[config.mk]
export PLATFORM = sky130hd
export DESIGN_NAME = gray_ptr_rx
export DESIGN_NICKNAME = d
export VERILOG_FILES = /design/src/rtl/gray_ptr_rx.sv
export SDC_FILE = /design/constraint.sdc
export NUM_CORES = 1
export LEC_CHECK = 0
export ABC_AREA = 1
export ABC_CLOCK_PERIOD_IN_PS = 2150
export BUFFER_PORTS_ARGS = -buffer_cell sky130_fd_sc_hd__buf_4
export CORE_MARGIN = 2
export CORE_UTILIZATION = 30
export CTS_BUF_LIST = sky130_fd_sc_hd__clkbuf_16
export CTS_CLUSTER_SIZE = 28
export DETAILED_ROUTE_END_ITERATION = 16
export GPL_TIMING_DRIVEN = 1
export PLACE_DENSITY = 0.63
export RECOVER_POWER = 100
export SYNTH_ARGS = -nofsm -noshare
export SYNTH_HDL_FRONTEND = slang
export SYNTH_SLANG_ARGS = --single-unit
[constraint.sdc]
create_clock -name clk -period 2.15 [get_ports clk]
set_input_delay 0.215 -clock clk [delete_from_list [all_inputs] [get_ports clk]]
set_output_delay 0.215 -clock clk [all_outputs]
set_load 0.005 [all_outputs]
[src/rtl/gray_ptr_rx.sv]
// Read-clock-domain side of an async FIFO: synchronises the gray write pointer,
// owns the read pointer and produces registered empty / level / integrity status.
module gray_ptr_rx #(
    parameter int unsigned addr_size   = 4,
    parameter int unsigned sync_stages = 2
) (
    input  logic                 clk,
    input  logic                 reset_n,
    input  logic [addr_size:0]   wr_gray_in,
    input  logic                 rd_en,
    input  logic                 err_clr,
    output logic [addr_size-1:0] rd_addr,
    output logic [addr_size:0]   rd_gray,
    output logic [addr_size:0]   wr_bin_sync,
    output logic                 empty,
    output logic [addr_size:0]   level,
    output logic                 rd_ack,
    output logic                 gray_err
);

    localparam int unsigned PW = addr_size + 1;
    localparam logic [addr_size:0] DEPTH = {1'b1, {addr_size{1'b0}}};

    if (sync_stages < 2 || sync_stages > 4) begin : g_bad_sync_stages
        $error("gray_ptr_rx: sync_stages must be in 2..4");
    end

    // Synchroniser chain packed as one shift register; stage 0 in the low PW bits.
    logic [sync_stages*PW-1:0] sync_q;
    logic [addr_size:0]        wr_gray_sync;
    logic [addr_size:0]        prev_q;

    logic [addr_size:0] rd_bin_q,      rd_bin_d;
    logic [addr_size:0] rd_gray_q,     rd_gray_d;
    logic [addr_size:0] wr_bin_sync_q, wr_bin_sync_d;
    logic               empty_q,       empty_d;
    logic [addr_size:0] level_q,       level_d;
    logic               gray_err_q,    gray_err_d;
    logic               gray_step_bad;
    logic               overrun;

    // Bit i of the binary value is the XOR of gray bits addr_size down to i.
    function automatic logic [addr_size:0] gray2bin(input logic [addr_size:0] g);
        logic [addr_size:0] b;
        b = g;
        for (int unsigned i = 1; i < PW; i++) begin
            b = b ^ (g >> i);
        end
        return b;
    endfunction

    always_comb begin
        wr_gray_sync  = sync_q[sync_stages*PW-1 -: PW];
        wr_bin_sync_d = gray2bin(wr_gray_sync);

        rd_ack    = rd_en & ~empty_q;
        rd_bin_d  = rd_bin_q + {{addr_size{1'b0}}, rd_ack};
        rd_gray_d = rd_bin_d ^ (rd_bin_d >> 1);

        // Full-width compare: equal MSBs are required, so a full lap never reads as empty.
        empty_d = (rd_gray_d == wr_gray_sync);
        level_d = wr_bin_sync_d - rd_bin_d;

        gray_step_bad = ($countones(wr_gray_sync ^ prev_q) > 1);
        overrun       = (level_d > DEPTH);

        gray_err_d = gray_err_q;
        if (err_clr) begin
            gray_err_d = 1'b0;
        end
        if (gray_step_bad || overrun) begin
            gray_err_d = 1'b1;
        end
    end

    always_ff @(posedge clk or negedge reset_n) begin
        if (!reset_n) begin
            sync_q        <= '0;
            prev_q        <= '0;
            rd_bin_q      <= '0;
            rd_gray_q     <= '0;
            wr_bin_sync_q <= '0;
            empty_q       <= 1'b1;
            level_q       <= '0;
            gray_err_q    <= 1'b0;
        end else begin
            sync_q        <= {sync_q[(sync_stages-1)*PW-1:0], wr_gray_in};
            prev_q        <= wr_gray_sync;
            rd_bin_q      <= rd_bin_d;
            rd_gray_q     <= rd_gray_d;
            wr_bin_sync_q <= wr_bin_sync_d;
            empty_q       <= empty_d;
            level_q       <= level_d;
            gray_err_q    <= gray_err_d;
        end
    end

    assign rd_addr     = rd_bin_q[addr_size-1:0];
    assign rd_gray     = rd_gray_q;
    assign wr_bin_sync = wr_bin_sync_q;
    assign empty       = empty_q;
    assign level       = level_q;
    assign gray_err    = gray_err_q;

endmodule

==> impl_results.md <==
* CP top delay family: adder cells
* Placed inst area at 1950 um2
* Initial antenna violation count at 0
* Final wirelength at 2.90 mm
* Critical path fanouts, max at 3
* # rows at 25
* Design area at 2210 um2
* RSZ-0062 raised after global routing: true
* Part of the cycle the worst path needs at 101%
* Ranking of synthesized cells by area: dfrtp_1, ha_1, nand2_1
* Startpoint class of the critical path: register
* Slowest cell delay on critical path at 530 ps
* Max transition margin at 71.2%
* Violated checks: setup timing
* CTS Buf Count at 5
* Reg clk slew, reported paths at 60 ps
* Die ar. at 5520 um2
* Die Ht at 74.3 um
* Gr ovfl total at 0
* Worst-Skew Late Latency at 280 ps
* Final setup viols at 1
* Crit. End Element: register
* Seq cells post-synth at 35
* Io pins at 31
* DP HPWL at 2.09 mm
* Vias/cell at 4.03
* Port Buffers at 30
* WS Path Type: register to register
* Clk_skew at 2.72 ps
* Vias at 1028
* Ant diodes at 0
* Layout cells sized above 1 at 47.3%
* Clock Tree Buf Depth at 2
* Leakage at 0.00108 uW
* Status: finished, violations left
* Final hold vios at 0
* Min Tclk post-route at 2170 ps
* TritonCTS clock tree: built
* Placed Cells at 240
* Most frequent CP cell: nand2_1
* Layout fillers at 473
* Cell taking the most area after synthesis: dfrtp_1
* Gate Count Post-Synth at 125
* Sink Count at 35
* Synth Area per Inst at 11.9 um2
* Area grow syn2layout at 48.8%
* Cell variety after synth at 20
* PwrDens at 1510 nW/um2
* Final worst slack at -23.6 ps
* Initial Util at 31.2%
* Largest net degree at the start of global routing at 36
* Pre-Repair DR Iteration Count at 4
* Chip Width at 74.3 um
* Drc violations at 0
* Yosys warnings at 0
* Global-route wire length before repair at 4.75 mm
* Worst Tran Pin Value at 433 ps
* Synth Net Count at 143
* DR iter-0 viols at 29
* Detail Route Antenna Nets at 0
* Vias in the first global route at 1003
* Maximum vdd drop at 0.749 mV
* Crit path buffers/inverters at 1
* Cells along the critical path: xnor2_2 -> xor2_2 -> xor2_1 -> ha_2 -> fa_2 -> inv_2 -> nor3_2 -> nand3_1 -> nand2_1 -> nand2_1
* Routed wire per std cell at 11.4 um
* Hold WC Path Type: input pin to register
* H-tree lvl count at 2
* Achievable Freq at 460 MHz
* Yosys top cell area share at 57.3%
* Post-Layout Cell Count at 255
* # nets final at 205
* Worst path slowest cell: fa_2
* Core area at 4750 um2
* Max_cap viols at 0
* Clock Tree Root: clkbuf_16
* Fin. max-slew vios at 0
* GRT Overall Usage at 12.1%
* Register area share after synthesis at 59.1%
* Critical Path AT at 2340 ps
* Final Wtd Congestion at 0.840
* Data required, critical path at 2320 ps
* Post-Syn Area at 1480 um2
## kinds of logic (layout without fill, tap and decap cells)
group / count (synthesis) / count (layout) / synth area share (%)
AND/OR/NAND/NOR: 42 / 42 / 12.3
AO/OA/AOI/OAI: 3 / 3 / 1.26
XOR/XNOR: 18 / 18 / 13.9
flip-flops: 35 / 35 / 59.1
adder cells (fa/ha/maj): 9 / 9 / 8.60
buffers and inverters: 18 / 81 / 4.81
## path summary, 6_finish.rpt
| check | end | depth (start not counted) | from | slack [ps] |
|---|---|---|---|---|
| setup reg to reg | gray_err | 10 | sync_q[6] | -20 |
| hold / removal | sync_q[3] | 1 | wr_gray_in[3] | 60 |
| max in group asynchronous | empty | 2 | reset_n | 1390 |
| hold reg to reg | sync_q[6] | 0 | sync_q[1] | 350 |
| setup / recovery | gray_err | 10 | sync_q[6] | -20 |
| min in group asynchronous | sync_q[4] | 2 | reset_n | 420 |
## cells in the mapped netlist
master      n
nand2_2     1
dfrtp_1    34
xor2_1      9
inv_1      17
nand3_1     8
nor2_1      6
xnor2_4     1
nand2_1    23
nor3_1      1
nand3_2     1
fa_1        2
xnor2_1     4
buf_4       1
xor2_2      4
a21oi_1     2
nand4_1     1
a2111oi_0   1
or2_1       1
ha_1        7
dfstp_2     1
## power by group
part / switching, uW / internal, uW / total, uW
clock network: 276 / 432 / 708
logic: 778 / 881 / 1660
registers: 113 / 856 / 969
## layer usage
metal / track usage, % / wire length, um
met1: 15.7 / 1320
met2: 18.0 / 1420
met3: 5.01 / 124
met4: 4.76 / 39
met5: 0 / 0
## sequential cells by signal, indices dropped and copies added, names as in the netlist
| register | cells |
|---|---|
| rd_bin_q | 5 |
| rd_gray | 4 |
| level | 5 |
| sync_q | 10 |
| empty | 1 |
| wr_bin_sync | 4 |
| prev_q | 5 |
| gray_err | 1 |
## metrics by stage
step / hold WS [ps] / worst slack, ps / total power [uW] / setup TNS [ps] / utilization, %
4_1_cts: 33.4 / -43.7 / 3320 / -43.7 / 45.4
2_1_floorplan: -80.6 / -13.0 / 1790 / -13.0 / -
3_5_place_dp: 195 / -113 / 2460 / -123 / 40.9
5_1_grt: 49.3 / -123 / 3620 / -133 / 46.4
6_report: 62.9 / -23.6 / 3340 / -23.6 / 46.4
3_3_place_gp: 190 / -56.3 / 2460 / -56.3 / 40.9
## cell usage in the layout (no fill, tap or decap), types with 2 or more instances in the layout
cell	n
ha_1	4
clkbuf_4	5
nand2_1	19
nand3_1	8
xor2_1	8
nand2_2	4
inv_2	3
ha_4	2
clkinvlp_4	2
clkbuf_16	5
dfrtp_2	2
xor2_2	5
dfrtp_1	32
inv_1	14
xnor2_1	3
buf_4	49
nor2_1	5
## cell type report
| cell class | instances | area, um2 | area share, % |
|---|---|---|---|
| timing repair buffer | 56 | 419 | 19.0 |
| multi-input combinational | 72 | 613 | 27.8 |
| clock inverter | 3 | 23.8 | 1.08 |
| tap | 67 | 83.8 | 3.80 |
| inverter | 17 | 63.8 | 2.89 |
| clock buffer | 5 | 125 | 5.67 |
| sequential | 35 | 880 | 39.8 |
## timing repair
action | 4_1_cts | 5_1_grt
pin swaps | 8 | 7
endpoints found under the setup margin | 2 | 2
hold buffers | 1 | 0
hold endpoints to repair | 34 | 0
gates resized for setup | 10 | 5
buffers inserted | 2 | 4
Power figures use the tool's default switching activity.
